`src/rtl/disp_scan_mux.sv`:
```
// Time-multiplexed 7-segment driver: latches a hex word, scans one digit per slot.
// Optional decimal-point support is enabled by defining DISP_DP_EN.
module disp_scan_mux #(
  parameter int NUM_DIGITS     = 4,
  parameter int SCAN_DIV       = 50000,
  parameter int BLANK_CYC      = 8,
  parameter int SEG_ACTIVE_LOW = 0,
  parameter int AN_ACTIVE_LOW  = 1
) (
  input  logic                    clk,
  input  logic                    rst,
  input  logic [4*NUM_DIGITS-1:0] value,
  input  logic                    load,
  input  logic                    blank_lz,
`ifdef DISP_DP_EN
  input  logic [NUM_DIGITS-1:0]   dp_in,
  output logic                    dp,
`endif
  output logic [6:0]              seg,
  output logic [NUM_DIGITS-1:0]   an
);

  localparam int TW   = $clog2(SCAN_DIV);
  localparam int IDXW = (NUM_DIGITS > 1) ? $clog2(NUM_DIGITS) : 1;
  localparam logic [6:0]            SEG_INV = (SEG_ACTIVE_LOW != 0) ? 7'h7F : 7'h00;
  localparam logic [NUM_DIGITS-1:0] AN_INV  = (AN_ACTIVE_LOW != 0) ? '1 : '0;
`ifdef DISP_DP_EN
  localparam logic                  DP_INV  = (SEG_ACTIVE_LOW != 0);
`endif

  generate
    if (NUM_DIGITS < 1) begin : g_chk_digits
      $fatal(1, "disp_scan_mux: NUM_DIGITS must be >= 1");
    end
    if (SCAN_DIV < 2) begin : g_chk_div
      $fatal(1, "disp_scan_mux: SCAN_DIV must be >= 2");
    end
    if (BLANK_CYC < 0 || BLANK_CYC >= SCAN_DIV) begin : g_chk_blank
      $fatal(1, "disp_scan_mux: BLANK_CYC must be in 0..SCAN_DIV-1");
    end
  endgenerate

  logic [TW-1:0]           tick_cnt, tick_nxt;
  logic [IDXW-1:0]         digit_idx, digit_nxt;
  logic [4*NUM_DIGITS-1:0] value_q;
  logic [NUM_DIGITS-1:0]   lz;
  logic [3:0]              nib;
  logic                    blanking, sup, all_zero;
  logic [6:0]              seg_raw;
  logic [NUM_DIGITS-1:0]   an_raw;
`ifdef DISP_DP_EN
  logic [NUM_DIGITS-1:0]   dp_q;
  logic                    dp_req, dp_raw;
`endif

  function automatic logic [6:0] decode(input logic [3:0] n);
    case (n)
      4'h0: decode = 7'b1111110;
      4'h1: decode = 7'b0110000;
      4'h2: decode = 7'b1101101;
      4'h3: decode = 7'b1111001;
      4'h4: decode = 7'b0110011;
      4'h5: decode = 7'b1011011;
      4'h6: decode = 7'b1011111;
      4'h7: decode = 7'b1110000;
      4'h8: decode = 7'b1111111;
      4'h9: decode = 7'b1111011;
      4'hA: decode = 7'b1110111;
      4'hB: decode = 7'b0011111;
      4'hC: decode = 7'b1001110;
      4'hD: decode = 7'b0111101;
      4'hE: decode = 7'b1001111;
      default: decode = 7'b1000111;
    endcase
  endfunction

  always_comb begin
    tick_nxt  = tick_cnt + 1'b1;
    digit_nxt = digit_idx;
    if (tick_cnt == TW'(SCAN_DIV - 1)) begin
      tick_nxt = '0;
      if (NUM_DIGITS > 1)
        digit_nxt = (digit_idx == IDXW'(NUM_DIGITS - 1)) ? '0 : digit_idx + 1'b1;
    end
  end

  // lz[i] marks digit i as a leading zero: it and every digit above it are zero
  always_comb begin
    lz       = '0;
    all_zero = 1'b1;
    for (int i = NUM_DIGITS - 1; i >= 1; i--) begin
      all_zero = all_zero & (value_q[4*i +: 4] == 4'h0);
      lz[i]    = all_zero;
    end
  end

  // Outputs are computed for the slot position the counters move to on this edge
  always_comb begin
    nib = 4'h0;
    for (int i = 0; i < NUM_DIGITS; i++)
      if (digit_nxt == IDXW'(i)) nib = value_q[4*i +: 4];
    blanking = (BLANK_CYC > 0) && (tick_nxt < TW'(BLANK_CYC));
    sup      = blank_lz && lz[digit_nxt];
    an_raw   = '0;
    seg_raw  = '0;
`ifdef DISP_DP_EN
    dp_req = dp_q[digit_nxt];
    dp_raw = 1'b0;
    if (!blanking) begin
      if (!sup || dp_req) an_raw[digit_nxt] = 1'b1;
      if (!sup) seg_raw = decode(nib);
      dp_raw = dp_req;
    end
`else
    if (!blanking && !sup) begin
      an_raw[digit_nxt] = 1'b1;
      seg_raw           = decode(nib);
    end
`endif
  end

  always_ff @(posedge clk) begin
    if (rst) begin
      tick_cnt  <= '0;
      digit_idx <= '0;
      value_q   <= '0;
      seg       <= SEG_INV;
      an        <= AN_INV;
`ifdef DISP_DP_EN
      dp_q      <= '0;
      dp        <= DP_INV;
`endif
    end else begin
      tick_cnt  <= tick_nxt;
      digit_idx <= digit_nxt;
      if (load) value_q <= value;
      seg       <= seg_raw ^ SEG_INV;
      an        <= an_raw ^ AN_INV;
`ifdef DISP_DP_EN
      if (load) dp_q <= dp_in;
      dp        <= dp_raw ^ DP_INV;
`endif
    end
  end

endmodule
```
`config.mk`:
```
export PLATFORM = sky130hd
export DESIGN_NAME = disp_scan_mux
export DESIGN_NICKNAME = d
export VERILOG_FILES = /design/src/rtl/disp_scan_mux.sv
export SDC_FILE = /design/constraint.sdc
export NUM_CORES = 1
export LEC_CHECK = 0
export ABC_CLOCK_PERIOD_IN_PS = 7400
export CAP_MARGIN = 20
export CORE_ASPECT_RATIO = 1.2
export CORE_UTILIZATION = 30
export CTS_BUF_LIST = sky130_fd_sc_hd__clkbuf_2
export DETAILED_ROUTE_END_ITERATION = 8
export PLACE_DENSITY = 0.55
export SKIP_CTS_REPAIR_TIMING = 1
export SYNTH_ARGS = -nofsm -noshare
export SYNTH_HDL_FRONTEND = slang
export SYNTH_SLANG_ARGS = --single-unit
export TNS_END_PERCENT = 30
```
`constraint.sdc`:
```
create_clock -name clk -period 7.4 [get_ports clk]
set_input_delay 0.74 -clock clk [delete_from_list [all_inputs] [get_ports clk]]
set_output_delay 0.74 -clock clk [all_outputs]
set_load 0.005 [all_outputs]
```
After elaboration in Yosys (flattened, before gate mapping). Memories as Yosys holds them, arrays and structs flattened. A register that Yosys moved wholly into a read port is not among the register bits. Index checks and enable logic that the tools add are counted.

Register bits after elaboration: 38. Memory bits (read-only): 112. Output and inout bits: 11. Word-level logic and storage cells: 41. Memories: 1.

Memory list: (no name shown) (words 16, bits a word 7, rd ports 1, clocked after memory_dff 1, write ports 0, RTL line 57) `case (n)`.

Add/subtract/negate cells: 2. Magnitude comparators: 3. Equal/unequal tests: 5. Mux-type cells: 12. Bitwise logic cells: 4. Reductions and logical operators: 10.

Operators by type and width (count): $mux W4 (5); $add A16 B1 Y16 const B (1); $eq A16 B16 Y1 const B (1); $lt A16 B4 Y1 const B (1); $mux W16 (1); $logic_not A4 Y1 (3); $eq A2 B2 Y1 const B (3); $mux W2 (2); $not A4 Y4 (1); $logic_and A1 B1 Y1 (3); $lt A2 B3 Y1 const B (1); $add A2 B1 Y2 const B (1); $and A1 B1 Y1 (2); $bmux W1 S2 (1); $demux W1 S2 (1); $eq A2 B1 Y1 const B (1); $ge A2 B1 Y1 const B (1); $logic_not A1 Y1 (2); $logic_not A2 Y1 (1); $mux W1 (2); $reduce_or A2 Y1 (1); $not A1 Y1 (1).

Logic depth before layout (Yosys ltp). Gate-level depths: netlist of the first run.

Word-level depth: 10. Depth in mapped cells: 15. Gate-level depth less buffers: 14.

Worst setup path before layout of the first run. No wires, ideal clock.

Path type: flip-flop to flip-flop. Start point: reg tick_cnt[0]. End point: reg seg[6]. Arrival: 2.982 ns. Data required time: 7.330 ns. Setup slack: 4.348 ns. Stages on the path, launching flop included: 16. Cells stage by stage: dfxtp_1 > ha_1 > and3_4 > and3_1 > buf_6 > nand2_8 > mux2_4 > mux2_1 > mux2_4 > clkinv_1 > ha_1 > nand4_1 > nand3_1 > a2111oi_0 > o22ai_1 > a21boi_1.

Word-level cells in the longest chain between the ends: 9. Elaborated cells between the ends (all ways): 21. Classes of those cells: add/sub: 1; order compare: 1; eq/ne: 4; mux: 8; bitwise: 1; reduce/logical: 6.

RTL lines: start: declaration (RTL line 43) `logic [TW-1:0] tick_cnt, tick_nxt;`; start signal: assignment (RTL line 134) `tick_cnt <= tick_nxt;`; branches (longest 9 deep; another with $add A16 B1 Y16); end: declaration (RTL line 19) `output logic [6:0] seg,`.

Several ways; the timed one is not identified. The select of a mux whose other input is x is not followed. A chain may end at the register's enable or synchronous reset.

Worst setup path after layout of the first run. Same ends and word-level chain as after synthesis.

==> results of run 1 <==
==> routing by layer <==
metal	global-route usage, %	part of all wire (%)	routed length (um)
met1	17.5	45	2860
met2	25.1	51	3250
met3	2.93	2.8	178
met4	3.63	1.3	85
met5	0	0	0
==> flip-flops by register name (all words and copies together) (netlist names) <==
register and cells:
an 4, seg 7, digit_idx 2, value_q 16, tick_cnt 16
==> placed cells by master, fill, tap and decap left out, types with 2 or more instances in the layout <==
master,netlist,final
nor3_1,5,5
nand3_1,12,12
and4_1,2,2
o31ai_1,2,2
o22ai_1,2,2
clkbuf_2,0,5
o211ai_1,3,3
nand2b_1,15,15
clkdlybuf4s50_1,0,30
nand2_1,32,32
a22oi_1,4,4
mux2i_1,27,27
a311oi_1,3,3
nor2b_1,2,2
dfxtp_1,45,45
a211oi_1,8,8
mux2_4,4,4
xnor2_1,10,10
nor4_1,3,3
and2_1,4,4
nor2_1,48,48
mux2_2,2,2
and3_1,6,6
clkinv_1,1,3
a21oi_1,3,3
xor2_1,8,8
inv_1,4,4
nand4_1,6,6
o211a_1,3,3
or3_1,2,2
nor3b_1,2,2
ha_1,9,9
==> logic make-up (layout without fill, tap and decap cells) <==
group	after synthesis	in the layout	share of synthesized area, %
buffers and inverters	27	45	4.50
adder cells (fa/ha/maj)	9	9	4.09
AND/OR/NAND/NOR	149	149	27.9
flip-flops	45	45	32.7
AO/OA/AOI/OAI	39	39	11.1
XOR/XNOR	18	18	5.72
multiplexers	35	35	14.0
==> power groups by stage <==
stage,clock (mW),combinational (mW),sequential [mW]
2_1_floorplan,0,0.0380,0.260
3_3_place_gp,0,0.0558,0.264
3_5_place_dp,0,0.0561,0.264
4_1_cts,0.106,0.0563,0.259
5_1_grt,0.117,0.0620,0.261
6_report,0.0988,0.0558,0.260
==> final timing paths <==
kind / startpoint / end / cells after the start
max: tick_cnt[0] / seg[6] / 13
min: tick_cnt[0] / tick_cnt[0] / 1
max reg2reg: tick_cnt[0] / seg[6] / 13
min reg2reg: tick_cnt[0] / tick_cnt[0] / 1
==> per-stage QoR <==
stage | cell area (um2) | hold WS, ns
6_report | 3150 | 0.487
3_3_place_gp | 3110 | 0.441
2_1_floorplan | 2760 | 0.426
4_1_cts | 3150 | 0.490
3_5_place_dp | 3110 | 0.454
5_1_grt | 3150 | 0.527
==> layout make-up <==
cell class	count	share of cell area, %
clock buffer	5	0.796
clock inverter	3	0.398
inverter	6	0.716
multi-input combinational	250	55.0
timing repair buffer	31	9.79
sequential	45	28.6
tap	117	4.65
==> run_results.csv, run 1 <==
group,metric,value,unit
grt,grt_pass1_vias,2136,
logic_synthesis,syn_nets,351,
logic_synthesis,synthFlopType,"dfxtp_1",
detailed_routing,wire_per_inst,13.9,um
clock_network,clk_latency,0.41,ns
cells_and_area,n_fill_cell,909,
clock_network,clk_pin_slew,0.21,ns
logic_synthesis,synth-edff-count,0,
detailed_routing,drt_first_pass_iters,7,
clock_network,h-tree-depth,2,
clock_network,clkSinkCount,45,
logic_synthesis,synth_top_cells_by_area,"dfxtp_1 (33%), mux2i_1 (9.8%), nor2_1 (6.5%)",
timing,max_freq,0.269,GHz
power,p_sw,115,uW
detailed_routing,drtAntennaViolNets,0,
cells_and_area,final_util,36.0,%
grt,grt_max_degree,24,
clock_network,tritoncts,"built",
clock_network,cts_made_buffers,5,
grt,grt_usage,14.3,%
worst_setup_path,rrSetupSlack,3.68,ns
cells_and_area,antennaDiodeCount,0,
placed_design,portBuffers,30,
floorplanning,dieArea,9570,um2
power,pwr-share-seq,62.7,%
timing,fin_crit,3.72,ns
clock_network,clockBufferDepth,2,
power,power_frac_comb,13.5,%
timing,worst_pin_slew,0.924,ns
grt,grt_pass1_wl,10500,um
worst_setup_path,worstSetupEndpointType,"flop",
timing,setup_viol,0,
power,p_leak,1.22,nW
placed_design,post-place-cells,449,
floorplanning,die_y,107,um
worst_setup_path,critPathArrivalTime,4.07,ns
logic_synthesis,yosysWarnings,0,
logic_synthesis,yosysTopAreaCellShare,32.7,%
detailed_routing,avgViaCountPerCell,4.95,
cells_and_area,fin_cells,457,
timing,fin_crit_sh,50.3,%
worst_setup_path,criticalPathCategory,"flop to flop",
worst_setup_path,critPathMostFrequentCell,"ha_1",
worst_setup_path,crit_required,7.75,ns
timing,fin_ws,3.68,ns
detailed_routing,initialDrtViolationCount,126,
logic_synthesis,netlist_instances,322,
placed_design,post-place-ws,3.73,ns
detailed_routing,route.vias.total,2262,
power,power.internal,300,uW
cells_and_area,multiInputGateArea,1730,um2
grt,antenna_found_initial,0,
detailed_routing,drc_errors,0,
cells_and_area,drive_above_1_share,6.47,%
logic_synthesis,async_flop_share,0,%
logic_synthesis,synth_area,2760,um2
timing,rsz0062_at_grt,"false",
power,p_sw_share,27.7,%
run,cap_violations,0,
worst_setup_path,critPathMaxFanout,15,
detailed_routing,wirelength,6380,um
worst_setup_path,slowest_stage,"mux2i_4",
min_path,hp-class,"flop to flop",
cells_and_area,area_growth,14.2,%
floorplanning,die_w,89.5,um
logic_synthesis,ys_seq_area_share,32.7,%
timing,clock_skew,0.0173,ns
placed_design,detailed_place_hpwl,4830,um
placed_design,gp_congestion,0.793,
outcome,status,"complete, no violations",
grt,globalRouteOverflowTotal,0,
worst_setup_path,cp-start-kind,"flop",
power,power,414,uW
floorplanning,num_rows,37,
logic_synthesis,synth_seq_cells,45,
worst_setup_path,critPathMaxStageDelay,0.48,ns
timing,drv_slew,0,
floorplanning,core_area,8750,um2
logic_synthesis,yosys-top-cells-count,"nor2_1 (48), dfxtp_1 (45), nand2_1 (32), mux2i_1 (27), nand2b_1 (15)",
cells_and_area,nNetsFinal,368,
logic_synthesis,syn_avg_cell_area,8.56,um2
logic_synthesis,yosysTopAreaCell,"dfxtp_1",
worst_setup_path,path_cells,"ha_1 -> and3_4 -> and3_1 -> nand2_8 -> mux2i_4 -> mux2i_1 -> inv_2 -> ha_1 -> nand4_1 -> nand3_1 -> a2111oi_0 -> o22ai_1 -> a21boi_1",
power,clockPowerShare,23.9,%
power,ir_worst_vdd,0.0000578,V
logic_synthesis,synth.most_common_cell,"nor2_1",
clock_network,clockRootBuffer,"clkbuf_2",
floorplanning,initial_utilization,31.5,%
power,p_per_area,132,nW/um2
timing,hold_viol_final,0,
floorplanning,pin_count,31,
timing,slew-limit-headroom,38.2,%
worst_setup_path,path_buf_inv,1,
cells_and_area,seq_area,901,um2
timing,setup-tns-final,0,ns
worst_setup_path,path_delay_family,"multiplexers",
logic_synthesis,yosysUniqueCellTypes,57,
(Power assumes the default switching activity.)
==> inputs of run 2 (changes only) <==
--- a/config.mk
+++ b/config.mk
@@ -5,7 +5,7 @@
 export SDC_FILE = /design/constraint.sdc
 export NUM_CORES = 1
 export LEC_CHECK = 0
-export ABC_CLOCK_PERIOD_IN_PS = 7400
+export ABC_CLOCK_PERIOD_IN_PS = 3700
 export CAP_MARGIN = 20
 export CORE_ASPECT_RATIO = 1.2
 export CORE_UTILIZATION = 30
==> constraint.sdc (replaced) <==
create_clock -name clk -period 3.7 [get_ports clk]
set_input_delay 0.37 -clock clk [delete_from_list [all_inputs] [get_ports clk]]
set_output_delay 0.37 -clock clk [all_outputs]
set_load 0.005 [all_outputs]
==> run 2 against run 1 <==
  * Routed wire length grew 4.8%
  * Sequential share of layout area decreased by 0.63 points
  * Register-to-register slack got worse by 3.4 ns
  * Cell area is 2.3% higher
  * Via count grew 2.3%
  * Largest cell class unchanged
  * First-iteration DRC count grew 34%
==> run_results.csv, run 2 (same netlist as run 1, synthesis figures left out) <==
group,metric,value,unit
min_path,hp-class,"flop to flop",
clock_network,tritoncts,"built",
cells_and_area,area_growth,16.8,%
clock_network,cts_made_buffers,5,
worst_setup_path,critPathArrivalTime,3.76,ns
floorplanning,core_area,8750,um2
worst_setup_path,rrSetupSlack,0.33,ns
worst_setup_path,criticalPathCategory,"flop to flop",
clock_network,clkSinkCount,45,
clock_network,clockRootBuffer,"clkbuf_2",
detailed_routing,wire_per_inst,14.5,um
worst_setup_path,startpoint,"tick_cnt[0]",
power,ir_worst_vdd,0.000108,V
floorplanning,die_w,89.5,um
timing,fin_crit_sh,91.1,%
timing,drv_slew,0,
worst_setup_path,r2r_cells,14,
detailed_routing,avgViaCountPerCell,5.02,
grt,grt_max_degree,24,
cells_and_area,fin_area,3220,um2
clock_network,clk_latency,0.43,ns
floorplanning,num_rows,37,
detailed_routing,drtAntennaViolNets,0,
worst_setup_path,crit_required,4.09,ns
cells_and_area,fin_cells,461,
timing,setup_viol,0,
floorplanning,initial_utilization,31.5,%
cells_and_area,reg_top3,"tick_cnt (16), value_q (16), seg (7)",
placed_design,placed_area,3140,um2
grt,grt_pass1_vias,2331,
floorplanning,pin_count,31,
cells_and_area,n_fill_cell,924,
timing,setup-tns-final,0,ns
placed_design,portBuffers,30,
timing,fin_worst_hold_slack,0.481,ns
detailed_routing,route.vias.total,2314,
min_path,whs_path_depth,1,
cells_and_area,final_cell_mix,"nor2_1 (48), dfxtp_1 (45), nand2_1 (32)",
timing,fin_crit,3.37,ns
worst_setup_path,r2r-end,"seg[6]",
placed_design,gp_congestion,0.816,
floorplanning,dieArea,9570,um2
clock_network,clockBufferDepth,2,
cells_and_area,antennaDiodeCount,0,
detailed_routing,drt_first_pass_iters,4,
clock_network,h-tree-depth,2,
worst_setup_path,cp-start-kind,"flop",
grt,globalRouteOverflowTotal,0,
grt,grt_pass1_wl,11400,um
floorplanning,die_y,107,um
timing,slew-limit-headroom,35.6,%
cells_and_area,drive_above_1_share,8.72,%
detailed_routing,drc_errors,0,
timing,worst_pin_slew,0.963,ns
timing,max_freq,0.297,GHz
detailed_routing,initialDrtViolationCount,169,
placed_design,post-place-cells,453,
timing,clock_skew,0.0208,ns
clock_network,clk_pin_slew,0.25,ns
cells_and_area,final_common_cell,"nor2_1",
outcome,status,"complete, no violations",
grt,grt_usage,15.5,%
cells_and_area,nNetsFinal,372,
worst_setup_path,critPathMaxFanout,9,
detailed_routing,wirelength,6680,um
placed_design,detailed_place_hpwl,5040,um
worst_setup_path,worstSetupEndpointType,"flop",
min_path,hp-start,"tick_cnt[0]",
cells_and_area,seq_area,901,um2
power,p_per_area,287,nW/um2
run,cap_violations,0,
timing,hold_viol_final,0,
min_path,whs_endpoint,"tick_cnt[0]",
power,p_leak,1.25,nW
cells_and_area,multiInputGateArea,1740,um2
grt,antenna_found_initial,0,
cells_and_area,final_util,36.8,%
worst_setup_path,r2r_start,"tick_cnt[0]",
timing,rsz0062_at_grt,"false",
==> run 2: routing by layer <==
metal | wire length (um) | track usage [%] | vias to the layer above
li1 | - | - | 1169
met2 | 3340 | 26.6 | 55
met1 | 2930 | 18.7 | 1075
met4 | 157 | 5.56 | 0
met3 | 260 | 3.54 | 15
met5 | 0 | 0 | -
==> run 2: report_power, final <==
part | total [mW] | internal (mW) | switching (mW)
Sequential | 0.519 | 0.500 | 0.0194
Combinational | 0.116 | 0.0611 | 0.0552
Clock | 0.287 | 0.115 | 0.172
==> run 2: worst max-delay path, cell delays in order, from the launching register on <==
cell and delay, ns:
dfxtp_1 0.41, ha_1 0.27, and3_4 0.24, and3_2 0.31, nand2_8 0.10, mux2_4 0.38, mux2_1 0.21, mux2_4 0.17
clkinv_1 0.14, ha_1 0.28, nand4_1 0.12, nand3_1 0.10, a2111oi_2 0.36, o22ai_1 0.14, a21boi_1 0.14
==> run 2: layout make-up <==
type                       instances  area share [%]
multi-input combinational        250            54.0
sequential                        45            28.0
timing repair buffer              35            10.5
tap                              117            4.55
clock inverter                     3            1.44
clock buffer                       5           0.778
inverter                           6           0.700
==> run 2: worst max-delay path by stage <==
| stage | endpoint | slack (ns) | cells past startpoint |
|---|---|---|---|
| after detailed placement | seg[6] | 0.14 | 14 |
| after global placement | seg[6] | 0.31 | 14 |
| after floorplan | seg[6] | 0.65 | 15 |
| after CTS | seg[6] | 0.11 | 14 |
| after global routing | seg[6] | 0.06 | 14 |
| final | seg[6] | 0.33 | 14 |
==> run 2: metrics by stage <==
step / power [mW] / worst slack, ns
2_1_floorplan: 0.595 / 0.648
3_3_place_gp: 0.642 / 0.306
3_5_place_dp: 0.644 / 0.144
4_1_cts: 0.935 / 0.108
5_1_grt: 0.970 / 0.0587
6_report: 0.923 / 0.329
==> inputs of run 3 (changes only) <==
--- a/config.mk
+++ b/config.mk
@@ -13,6 +13,7 @@
 export DETAILED_ROUTE_END_ITERATION = 8
 export PLACE_DENSITY = 0.55
 export SKIP_CTS_REPAIR_TIMING = 1
+export SLEW_MARGIN = 15
 export SYNTH_ARGS = -nofsm -noshare
 export SYNTH_HDL_FRONTEND = slang
 export SYNTH_SLANG_ARGS = --single-unit
==> results of run 3 <==
Final layout, timing and power as in run 2 (identical DEF).
